File: config.mk
export PLATFORM = sky130hd
export DESIGN_NAME = sd_crc_lanes
export DESIGN_NICKNAME = d
export VERILOG_FILES = /design/src/rtl/sd_crc_pkg.sv /design/src/rtl/sd_crc_lfsr.sv /design/src/rtl/sd_crc_lanes.sv
export SDC_FILE = /design/constraint.sdc
export NUM_CORES = 1
export LEC_CHECK = 0
export ABC_AREA = 1
export BUFFER_PORTS_ARGS = -buffer_cell sky130_fd_sc_hd__buf_4
export CORE_UTILIZATION = 52
export DETAILED_ROUTE_END_ITERATION = 8
export PLACE_DENSITY = 0.76
export SLEW_MARGIN = 20
export SYNTH_ARGS = -nofsm -noshare
export SYNTH_HDL_FRONTEND = slang
export SYNTH_SLANG_ARGS = --single-unit
export TNS_END_PERCENT = 1
File: constraint.sdc
create_clock -name sd_clk -period 4.6 [get_ports sd_clk]
set_input_delay 0.46 -clock sd_clk [delete_from_list [all_inputs] [get_ports sd_clk]]
set_output_delay 0.46 -clock sd_clk [all_outputs]
set_load 0.03 [all_outputs]
File: src/rtl/sd_crc_pkg.sv
// sd_crc_pkg
// Shared types and constants for the SD multi-lane CRC block.
//   state_t     : CRC sequencer states
//   CRC16_POLY  : SD data-line CRC-16-CCITT polynomial (x^16 term implied)
//   CRC7_POLY   : SD command-line CRC-7 polynomial (x^7 term implied)
//   DIR_TX/RX   : encoding of the dir input
package sd_crc_pkg;

    typedef enum logic [2:0] {
        IDLE   = 3'd0,
        DATA   = 3'd1,
        CRC_TX = 3'd2,
        CRC_RX = 3'd3,
        DONE   = 3'd4
    } state_t;

    localparam logic [15:0] CRC16_POLY = 16'h1021;
    localparam logic [6:0]  CRC7_POLY  = 7'h09;

    localparam logic DIR_TX = 1'b0;
    localparam logic DIR_RX = 1'b1;

endpackage

File: src/rtl/sd_crc_lfsr.sv
// sd_crc_lfsr
// One lane of the serial CRC. Zero initial value, MSB-first.
// Ports:
//   sd_clk  : SD bit clock
//   rst     : asynchronous active-high reset (clears the register)
//   clr     : synchronous clear, highest priority
//   step    : absorb bit_in into the CRC
//   shift   : shift the register left, filling with 0 (serialises the CRC)
//   bit_in  : data bit for step
//   crc     : current CRC register
module sd_crc_lfsr #(
    parameter int               CRC_W = 16,
    parameter logic [CRC_W-1:0] POLY  = CRC_W'(16'h1021)
) (
    input  logic             sd_clk,
    input  logic             rst,
    input  logic             clr,
    input  logic             step,
    input  logic             shift,
    input  logic             bit_in,
    output logic [CRC_W-1:0] crc
);

    logic inv;

    assign inv = bit_in ^ crc[CRC_W-1];

    // NOTE: sequential state is written with non-blocking assignments so every
    // register samples the pre-edge values regardless of statement order.
    always_ff @(posedge sd_clk or posedge rst) begin
        if (rst) begin
            crc <= '0;
        end else if (clr) begin
            crc <= '0;
        end else if (step) begin
            crc <= {crc[CRC_W-2:0], 1'b0} ^ (inv ? POLY : '0);
        end else if (shift) begin
            crc <= {crc[CRC_W-2:0], 1'b0};
        end
    end

endmodule

File: src/rtl/sd_crc_lanes.sv
// sd_crc_lanes
// Multi-lane SD CRC generator/checker with its own CRC-phase sequencing.
// After len data bits per lane it either transmits each lane's CRC MSB-first
// (dir = 0) or compares the incoming CRC bits and flags mismatching lanes
// (dir = 1), then pulses done for one cycle.
// Ports:
//   sd_clk, rst   : SD bit clock, asynchronous active-high reset
//   start         : begin a block (accepted only in IDLE)
//   dir, len      : sampled at start; direction and data bits per lane
//   bit_en        : marks the current cycle as a bit slot
//   dat_i         : per-lane line/payload bits
//   dat_o, dat_oe : line drive value and output enable
//   busy, done    : not-idle flag, end-of-block pulse
//   crc_ok        : all lanes matched (rx) / always 1 (tx), valid from done
//   crc_err_lane  : sticky per-lane mismatch flags (rx)
//   crc_o         : per-lane CRC latched at end of data, lane l at [l*CRC_W +: CRC_W]
module sd_crc_lanes
    import sd_crc_pkg::*;
#(
    parameter int               LANES = 4,
    parameter int               CRC_W = 16,
    parameter logic [CRC_W-1:0] POLY  = CRC_W'(CRC16_POLY),
    parameter int               LEN_W = 13
) (
    input  logic                   sd_clk,
    input  logic                   rst,
    input  logic                   start,
    input  logic                   dir,
    input  logic [LEN_W-1:0]       len,
    input  logic                   bit_en,
    input  logic [LANES-1:0]       dat_i,
    output logic [LANES-1:0]       dat_o,
    output logic                   dat_oe,
    output logic                   busy,
    output logic                   done,
    output logic                   crc_ok,
    output logic [LANES-1:0]       crc_err_lane,
    output logic [LANES*CRC_W-1:0] crc_o
);

    localparam int              CCNT_W    = $clog2(CRC_W + 1);
    localparam logic [CCNT_W-1:0] CCNT_LOAD = CCNT_W'(CRC_W);

    state_t                   state;
    logic                     dir_q;
    logic [LEN_W-1:0]         cnt;
    logic [CCNT_W-1:0]        ccnt;

    logic                     lfsr_clr;
    logic                     lfsr_step;
    logic                     lfsr_shift;
    logic [LANES-1:0]         crc_msb;
    logic [LANES-1:0]         mism;
    // Post-step LFSR values, so crc_o can capture the result of the last data
    // bit on the same edge that absorbs it.
    logic [LANES*CRC_W-1:0]   crc_next;

    assign lfsr_clr   = (state == IDLE) && start;
    assign lfsr_step  = (state == DATA) && bit_en;
    assign lfsr_shift = ((state == CRC_TX) || (state == CRC_RX)) && bit_en;

    for (genvar l = 0; l < LANES; l++) begin : g_lane
        logic [CRC_W-1:0] lane_crc;
        logic             inv;

        sd_crc_lfsr #(
            .CRC_W (CRC_W),
            .POLY  (POLY)
        ) u_lfsr (
            .sd_clk (sd_clk),
            .rst    (rst),
            .clr    (lfsr_clr),
            .step   (lfsr_step),
            .shift  (lfsr_shift),
            .bit_in (dat_i[l]),
            .crc    (lane_crc)
        );

        assign crc_msb[l] = lane_crc[CRC_W-1];
        assign inv        = dat_i[l] ^ lane_crc[CRC_W-1];
        assign crc_next[l*CRC_W +: CRC_W] = {lane_crc[CRC_W-2:0], 1'b0} ^ (inv ? POLY : '0);
    end

    // In CRC_RX the register MSB is the CRC bit expected on the line this slot.
    assign mism = dat_i ^ crc_msb;

    assign busy = (state != IDLE);
    assign done = (state == DONE);

    // NOTE: every output of this block gets a default first, so no path through
    // the branches can leave one unassigned and infer a latch.
    always_comb begin
        dat_o  = '1;
        dat_oe = 1'b0;
        if ((state == DATA) && (dir_q == DIR_TX)) begin
            dat_o  = dat_i;
            dat_oe = 1'b1;
        end else if (state == CRC_TX) begin
            dat_o  = crc_msb;
            dat_oe = 1'b1;
        end
    end

    always_ff @(posedge sd_clk or posedge rst) begin
        if (rst) begin
            state        <= IDLE;
            dir_q        <= DIR_TX;
            cnt          <= '0;
            ccnt         <= '0;
            crc_o        <= '0;
            crc_err_lane <= '0;
            crc_ok       <= 1'b1;
        end else begin
            case (state)
                IDLE: begin
                    if (start) begin
                        dir_q        <= dir;
                        cnt          <= len;
                        ccnt         <= CCNT_LOAD;
                        crc_err_lane <= '0;
                        if (len != '0) begin
                            state <= DATA;
                        end else begin
                            // Empty block: the CRC of nothing is the cleared LFSR.
                            crc_o <= '0;
                            state <= (dir == DIR_RX) ? CRC_RX : CRC_TX;
                        end
                    end
                end

                DATA: begin
                    if (bit_en) begin
                        cnt <= cnt - LEN_W'(1);
                        if (cnt == LEN_W'(1)) begin
                            crc_o <= crc_next;
                            ccnt  <= CCNT_LOAD;
                            state <= (dir_q == DIR_RX) ? CRC_RX : CRC_TX;
                        end
                    end
                end

                CRC_TX, CRC_RX: begin
                    if (bit_en) begin
                        if (state == CRC_RX) begin
                            crc_err_lane <= crc_err_lane | mism;
                        end
                        ccnt <= ccnt - CCNT_W'(1);
                        if (ccnt == CCNT_W'(1)) begin
                            state  <= DONE;
                            // Include this slot's compare so crc_ok is valid during DONE.
                            crc_ok <= (state == CRC_RX) ? ~|(crc_err_lane | mism) : 1'b1;
                        end
                    end
                end

                DONE: begin
                    state <= IDLE;
                end

                default: begin
                    state <= IDLE;
                end
            endcase
        end
    end

endmodule

======== Word level (Yosys, flattened, before mapping) ========
Index checks and enable logic that the tools add are counted.
storage, ports and cells
  flip-flop bits (word level) ............. 155
  input bits .............................. 22
  output and inout bits ................... 76
  logic and storage cells ................. 106
operators by class
  $add $sub $neg .......................... 2
  equality and inequality tests ........... 13
  muxes and demuxes ....................... 47
  bitwise logic cells ..................... 11
  reductions and logical operators ........ 22
operators with widths
  operator                                               number
  two-way mux 64 bit                                     4
  two-way mux 16 bit                                     12
  case mux 64 bit (2 select lines)                       1
  two-way mux 13 bit                                     6
  bitwise XOR 16 bit                                     4
  case mux 13 bit (2 select lines)                       1
  two-way mux 4 bit                                      5
  two-way mux 5 bit                                      4
  two-way mux 3 bit                                      5
  case mux 5 bit (3 select lines)                        1
  AND reduction 5 bit                                    3
  equality test 13 x 1 -> 1 bit (second input constant)  1
  nonzero test 13 bit                                    1
  subtractor 13 x 1 -> 13 bit (second input constant)    1
  inequality test 2 bit (second input constant)          6
  case mux 3 bit (3 select lines)                        1
  nonzero test 3 bit                                     3
  case mux 4 bit (2 select lines)                        1
  equality test 3 x 2 -> 1 bit (second input constant)   2
  AND reduction 3 bit                                    2
  equality test 5 x 1 -> 1 bit (second input constant)   1
  two-way mux 1 bit                                      5
  subtractor 5 x 1 -> 5 bit (second input constant)      1
  logical AND 1 bit                                      4
  16 further kinds                                       20

======== Longest topological paths before layout ========
Gate-level depths: netlist (run 1).
  depth in word-level cells ............... 6
  gate-level depth with buffers ........... 11
  gate-level depth less buffers ........... 9

======== By module ========
Synthesis (run 1) repeated with hierarchy kept, for this count alone.
second synthesis, totals
  cells, all modules ...................... 1022
  area total of the unflattened synthesis .. 8266.7 um2
by module, submodules not included
  module        times used  cells each  area an instance (um2)  sequential area each (um2)
  sd_crc_lanes  1           742         5303.8                  2278.4
  sd_crc_lfsr   4           70          740.7                   400.4

======== Worst setup path after synthesis (run 1) ========
Ideal clock, no wire load.
  kind .................................... register -> output
  start ................................... register state[2]
  end ..................................... output port dat_o[0]
  arrival ................................. 1.798 ns
  setup slack ............................. 2.342 ns
  stages on the path, launching flop included .. 6
  buffers on the path ..................... 1
  cells stage by stage .................... dfrtp_1 > inv_2 > nand3_2 > or2_2 > clkbuf_1 > o21ai_0
on the way
  longest elaborated chain between the ends .. 3
  elaborated cells on any way between the ends .. 5
  classes of those cells .................. eq/ne (2); mux (2); reduce/logical (1)
ends and longest elaborated chain
  element                                                                              line                                    RTL
  start: declaration                                                                   sd_crc_lanes.sv:44                      state_t state;
  start signal: assignment                                                             sd_crc_lanes.sv:126                     state <= (dir == DIR_RX) ? CRC_RX : CRC_TX;
  start signal: assignment                                                             sd_crc_lanes.sv:137                     state <= (dir_q == DIR_RX) ? CRC_RX : CRC_TX;
  equality test 3 x 2 -> 1 bit / equality test 3 x 1 -> 1 bit (equally long branches)  sd_crc_lanes.sv:98, sd_crc_lanes.sv:95
  two-way mux 4 bit / logical AND 1 bit (equally long branches)                        sd_crc_lanes.sv:98, sd_crc_lanes.sv:95
  two-way mux 4 bit (*)                                                                sd_crc_lanes.sv:95                      if ((state == DATA) && (dir_q == DIR_TX)) begin
  end: declaration                                                                     sd_crc_lanes.sv:32                      output logic [LANES-1:0] dat_o,
Every way passes the cells marked *; elsewhere a longest branch is shown, timed or not.

======== Worst setup path in the final report (run 1) ========
  start ................................... register state[0]
  end ..................................... output port dat_o[0]
Same word-level chain as after synthesis.

==> summary.txt, run 1 <==
Pwr
  • Clock share of power: 0.210
  • Worst vdd rail ir drop: 0.000669 V
  • Comb power frac: 0.470
  • Final total power: 6.76 mW
  • NetSw: 3.14 mW
  • Power share of the sequential group: 0.320
  • PwrDens: 760 nW/um2
  • Sw frac: 0.465
  • Int Pwr: 3.61 mW
  • Leak pwr: 4.51 nW

Worst setup path
  • Cells along the critical path: nand3_2 -> or2_2 -> o21ai_0 -> buf_4
  • Crit. Startpoint: state[0]
  • Worst path arrival time: 2.63 ns
  • R2r endpoint: cnt[8]
  • Setup CP Type: register to primary output
  • Worst-path maximum fanout: 27
  • Slowest-stage cell, CP: or2_2
  • Crit end category: primary output
  • Worst path max stage delay: 0.59 ns
  • R2R setup slack: 1.65 ns
  • Worst Path Required: 4.14 ns
  • Reg2reg start: state[0]
  • Startpoint class of the critical path: register
  • R2r worst-path depth: 9

Clock network
  • H-tree levels: 4
  • CTS resizes: 0
  • Post-CTS Hold Buffers: 0
  • CTS buffer count: 17
  • Clk sinks: 155
  • Clock latency at the later pin of the worst-skew pair: 0.43 ns
  • Number of setup buffers added after CTS: 0
  • Root Buffer: clkbuf_16
  • CTS tree: done
  • CTS clk-pin slew, worst paths: 0.06 ns
  • Max clock buf depth: 2

Synth
  • Area leader, netlist: dfrtp_1
  • Ys Warns: 0
  • Netlist Area Pre-Place: 7470 um2
  • Post-synth top cells: nand2_1, dfrtp_1, nor2_1
  • Post-synth EDFFs: 0
  • Asr flop ratio synth: 1.00
  • #FFs+latches synth: 155
  • Primary FF master, synth: dfrtp_1
  • Post-Syn Nets: 956
  • Cell variety after synth: 31
  • Synthesized area per cell: 8.03 um2
  • Top-count cell post-synth: nand2_1
  • Synth top area cells: dfrtp_1, nand2_1, nor2_1, nand4_1, inv_1
  • Post-Syn Instances: 930
  • Post-synthesis sequential area ratio: 0.519
  • Area fraction of the dominant cell type after synthesis: 0.516

Hold path
  • HP Class: primary input to asynchronous set/reset pin

Placement
  • PortBufs: 97
  • DP Worst Slack: 1.80 ns
  • Placed instance count: 1164
  • Global placement routability congestion: 0.850
  • Placed inst area: 8270 um2
  • DPL Wire Length: 11700 um

Timing
  • Final Setup Violations: 0
  • Hold Fails Final Rpt: 0
  • Final slew viol count: 0
  • Hold slack: 0.0495 ns
  • Setup Skew: 0.00628 ns
  • RSZ-0062 raised after global routing: false
  • Fmax: 324 MHz
  • Relative max-transition margin: 0.417
  • Slew @ Worst Pin: 0.875 ns
  • Setup WS post-layout: 1.51 ns
  • Setup tns final: 0 ns
  • Min cycle time layout: 3.09 ns
  • Final period util: 0.672

Global route
  • Vias in the first global route: 6219
  • First-pass GRT wire length: 30500 um
  • Grt ovf: 0
  • Initial antenna violation count: 0
  • Tot GR Track Use: 0.267
  • Largest net degree at the start of global routing: 113

Layout
  • # nets final: 1030
  • Final core occ: 0.638
  • Fill cells: 1207
  • Fraction of layout instances using a drive strength above 1: 0.168
  • Ant diodes: 0
  • Fin area: 8890 um2
  • Finished Layout Cells: 1197
  • Area added between synthesis and finish: 19.0%
  • Area of the multi-input gates: 2970 um2
  • Sequential cell area: 3880 um2

Floorplan
  • Die H: 122 um
  • Io pins: 98
  • Core footprint: 13900 um2
  • Die area: 14800 um2
  • Initial Utilization: 0.536
  • Die W: 122 um
  • Std cell rows: 43

Run
  • Max-Cap Viols: 0

Route
  • Vias: 6539
  • DRC: 0
  • Routed length per placed instance: 15.5 um
  • Via density: 5.46
  • Iter 0 DRT Violations: 579
  • Antenna Nets Post-Route: 0
  • Total wire length: 18600 um
  • First-pass DRT Iterations: 7

Run status
  • Status: complete, no violations
area by class of cell:
class	count	share of cell area
Sequential cell	155	0.437
Clock buffer	18	0.0494
Multi-Input combinational cell	623	0.335
Tap cell	180	0.0253
Timing Repair Buffer	107	0.0932
Inverter	100	0.0427
Clock inverter	14	0.0183
logic make-up (layout without fill, tap and decap cells):
kind of cell	Yosys count	count (layout)	share of synthesized area
compound gates	115	115	0.0972
xor+xnor	2	2	0.00235
fa+ha+maj	4	4	0.00670
buf+inv	152	239	0.0836
flops	155	155	0.519
mux	1	1	0.00151
simple gates	501	501	0.289
worst max-delay path by stage:
| stage | slack (ns) | end |
|---|---|---|
| after floorplan | 2.18 | ccnt[0] |
| after global placement | 1.88 | cnt[8] |
| after detailed placement | 1.80 | cnt[8] |
| after CTS | 1.55 | dat_o[3] |
| after global routing | 1.31 | dat_o[0] |
| final | 1.51 | dat_o[0] |
layer usage:
layer | up-vias | GRT usage | part of all wire
li1 | 3186 | - | -
met1 | 3097 | 0.354 | 0.44
met2 | 227 | 0.437 | 0.48
met3 | 29 | 0.0524 | 0.060
met4 | 0 | 0.0972 | 0.018
met5 | - | 0 | 0
layout by cell type (no fill, tap or decap):
cell type,n
nand2_1,262
dfrtp_1,154
nor2_1,120
buf_4,105
inv_1,96
nand4_1,69
o22ai_1,45
o21ai_0,43
nand3_1,31
clkbuf_16,17
o22ai_2,10
a21oi_1,9
nand2_2,5
or2_2,5
o211ai_1,4
clkinvlp_4,4
ha_1,4
inv_2,3
nor2_4,3
o21bai_1,3
inv_6,3
clkinv_4,3
nand3_2,2
nand3b_1,2
inv_8,2
bufinv_16,2
buf_12,2
nand2_4,1
xnor2_1,1
xor2_1,1
nor3_1,1
a31oi_1,1
mux2_2,1
clkbuf_8,1
clkinv_2,1
dfstp_2,1
power by group through the flow:
| stage | Clock (mW) | Combinational, mW | Sequential (mW) |
|---|---|---|---|
| CTS | 1.43 | 3.16 | 2.16 |
| detailed placement | 0 | 3.12 | 2.17 |
| floorplan | 0 | 1.87 | 2.53 |
| finish | 1.42 | 3.18 | 2.16 |
| global route | 1.50 | 3.47 | 2.21 |
| global placement | 0 | 3.06 | 2.16 |
sequential cells by signal, indices dropped and copies added (netlist names):
name	flops
cnt	13
state	3
crc_err_lane	4
dir_q	1
g_lane.u_lfsr.crc	64
crc_ok	1
crc_o	64
ccnt	5
worst max-delay path: cells and delay by family, from the launching register on:
family                 cells  cell delay [ns]
buffers and inverters      1             0.22
DFF                        1             0.56
AOI/OAI and AO/OA          1             0.30
and+or+nand+nor            2             1.12
No activity file was read; power rests on OpenSTA's default activity.
==> run 2, diff against run 1 <==
--- a/config.mk
+++ b/config.mk
@@ -5,7 +5,7 @@
 export SDC_FILE = /design/constraint.sdc
 export NUM_CORES = 1
 export LEC_CHECK = 0
-export ABC_AREA = 1
+export ABC_AREA = 0
 export BUFFER_PORTS_ARGS = -buffer_cell sky130_fd_sc_hd__buf_4
 export CORE_UTILIZATION = 52
 export DETAILED_ROUTE_END_ITERATION = 8
==> constraint.sdc (replaced) <==
create_clock -name sd_clk -period 2.6 [get_ports sd_clk]
set_input_delay 0.26 -clock sd_clk [delete_from_list [all_inputs] [get_ports sd_clk]]
set_output_delay 0.26 -clock sd_clk [all_outputs]
set_load 0.03 [all_outputs]
==> run 2 against run 1 <==
Critical path depth grew 4. Highest routed layer unchanged. Sequential power grew 74%. Global-route usage shrank 2.2 points. Die area shrank 2.6%. Largest cell class unchanged.
==> summary.txt, run 2 <==
Worst setup path
  • Startpoint class of the critical path: register
  • Worst path arrival time: 2.65 ns
  • CP bufs+invs: 3
  • R2r worst-path depth: 8
  • Delay-heaviest family, CP: buffers and inverters
  • Cells along the critical path: inv_1 -> ha_1 -> nor4b_2 -> a31oi_4 -> a211oi_4 -> buf_12 -> buf_4 -> mux2i_1
  • Worst Path Required: 2.94 ns
  • Crit end category: register
  • Slowest-stage cell, CP: dfrtp_1
  • Critical Path Stages: 8
  • Setup CP Type: register to register
  • Worst path max stage delay: 0.39 ns
  • Worst-path maximum fanout: 47

Synth
  • Ys Warns: 0
  • Post-Syn Instances: 762
  • Post-Syn Nets: 788
  • Asr flop ratio synth: 1.00
  • Top-count cell post-synth: nand2_1
  • Area leader, netlist: dfrtp_1
  • #FFs+latches synth: 155
  • Cell variety after synth: 50
  • Post-synthesis sequential area ratio: 0.533
  • Post-synth EDFFs: 0
  • Primary FF master, synth: dfrtp_1
  • Area fraction of the dominant cell type after synthesis: 0.530
  • Post-synth top cells: nand2_1, dfrtp_1, nand3_1
  • Synth top area cells: dfrtp_1, nand2_1, mux2i_1, nand3_1, inv_1
  • Synthesized area per cell: 9.55 um2
  • Netlist Area Pre-Place: 7270 um2

Pwr
  • Comb power frac: 0.364
  • Clock share of power: 0.265
  • Leak pwr: 4.19 nW
  • Worst vdd rail ir drop: 0.000531 V
  • Power share of the sequential group: 0.371
  • NetSw: 3.88 mW
  • Int Pwr: 6.24 mW
  • Sw frac: 0.383
  • PwrDens: 1140 nW/um2

Route
  • Antenna Nets Post-Route: 0
  • Total wire length: 16600 um
  • Routed length per placed instance: 16.0 um
  • DRC: 0
  • Via density: 5.46
  • Vias: 5675
  • Iter 0 DRT Violations: 426
  • First-pass DRT Iterations: 5

Layout
  • Fraction of layout instances using a drive strength above 1: 0.192
  • Sequential cell area: 3880 um2
  • # nets final: 879
  • Ant diodes: 0
  • Fill cells: 1066
  • Area of the multi-input gates: 2920 um2
  • Most common cell after layout, fill and taps aside: nand2_1
  • Area added between synthesis and finish: 22.1%
  • Leading registers by flop count: crc_o (64), g_lane.u_lfsr.crc (64), cnt (13)
  • Most frequent cells in the layout: nand2_1, dfrtp_1, buf_4

Timing
  • Slew @ Worst Pin: 0.732 ns
  • Hold Fails Final Rpt: 0
  • Fmax: 432 MHz
  • Setup tns final: 0 ns
  • Final slew viol count: 0
  • Final Setup Violations: 0
  • Setup Skew: 0.0105 ns
  • Hold slack: 0.0778 ns
  • RSZ-0062 raised after global routing: false
  • Relative max-transition margin: 0.510
  • Min cycle time layout: 2.32 ns
  • Final period util: 0.891

Clock network
  • CTS buffer count: 17
  • Max clock buf depth: 2
  • H-tree levels: 4
  • Number of setup buffers added after CTS: 0
  • CTS clk-pin slew, worst paths: 0.06 ns
  • CTS tree: done
  • Clk sinks: 155
  • Root Buffer: clkbuf_16
  • Clock latency at the later pin of the worst-skew pair: 0.42 ns

Global route
  • Initial antenna violation count: 0
  • Tot GR Track Use: 0.246
  • First-pass GRT wire length: 28200 um
  • Grt ovf: 0
  • Largest net degree at the start of global routing: 76
  • Vias in the first global route: 5773

Placement
  • PortBufs: 97
  • Global placement routability congestion: 0.898
  • DPL Wire Length: 11000 um

Run status
  • Status: complete, no violations

Floorplan
  • Std cell rows: 42
  • Core footprint: 13500 um2
  • Initial Utilization: 0.541
  • Io pins: 98
  • Die area: 14500 um2
  • Die H: 120 um
  • Die W: 120 um

Hold path
  • HP Class: primary input to register
  • Hold path cells: 3

Run
  • Max-Cap Viols: 0
-- run 2: changes by cell type in the layout (fill, tap and decap cells not counted), sizes merged, moves of 13 or more --
cell   before  now
nand4      69    3
o21ai      43   18
mux2i       0   61
nand3      33   67
inv       104   65
a21oi       9   25
o22ai      55    1
nand2     268  169
nor2      123   36
buf       107  120
-- run 2: cells by family after synthesis --
| kind of cell | count (synthesis) | synth area share |
|---|---|---|
| adder cells (fa/ha/maj) | 4 | 0.00688 |
| AND/OR/NAND/NOR | 324 | 0.202 |
| multiplexers | 69 | 0.0963 |
| buffers and inverters | 114 | 0.0700 |
| AO/OA/AOI/OAI | 76 | 0.0669 |
| flip-flops | 155 | 0.533 |
| XOR/XNOR | 20 | 0.0241 |
-- run 2: tightest hold or removal path: cells and delay by family --
family,cells,cell delay [ns]
buffers and inverters,1,0.09
AND/OR/NAND/NOR,2,0.11
-- run 2: final cells by class --
type | count | area share
Clock inverter | 10 | 0.0214
Tap cell | 176 | 0.0248
Inverter | 65 | 0.0279
Clock buffer | 20 | 0.0503
Multi-Input combinational cell | 493 | 0.329
Timing Repair Buffer | 121 | 0.110
Sequential cell | 155 | 0.437
-- run 2: final timing paths --
path                                          start                  endpoint  slack, ns
max                                          cnt[1]                 crc_o[55]       0.28
min                                             dir                     dir_q       0.08
max reg2reg                                  cnt[1]                 crc_o[55]       0.28
min reg2reg                g_lane[3].u_lfsr.crc[14]  g_lane[3].u_lfsr.crc[15]       0.50
max in group asynchronous                       rst                    crc_ok       1.26
min in group asynchronous                       rst                 crc_o[40]       0.50
-- run 2: through the flow --
step	total power, mW	cell area, um2	setup slack, ns	utilization	std cells
final	10.1	8880	0.283	0.660	1040
after CTS	10.1	8880	0.249	0.660	1040
after detailed placement	7.42	8230	0.282	0.612	1009
after floorplan	6.20	7280	0.382	-	762
after global routing	10.7	8880	0.143	0.660	1040
after global placement	7.28	8230	0.413	0.612	1009
-- run 2: power by group through the flow --
stage / logic [mW] / clock network [mW] / registers [mW]
finish: 3.68 / 2.69 / 3.75
global route: 4.00 / 2.81 / 3.84
CTS: 3.69 / 2.70 / 3.74
detailed placement: 3.65 / 0 / 3.77
global placement: 3.55 / 0 / 3.73
floorplan: 2.12 / 0 / 4.08
-- run 2: routing by layer --
layer	up-vias	track usage	routed length (um)
met4	0	0.0748	218
met2	178	0.391	7940
met3	18	0.0481	862
met5	-	0	0
met1	2788	0.342	7620
li1	2691	-	-
-- run 2: timing repair --
item	in CTS	in global routing
gates resized for setup	0	0
hold buffers	1	0
endpoints found under the hold margin	26	0
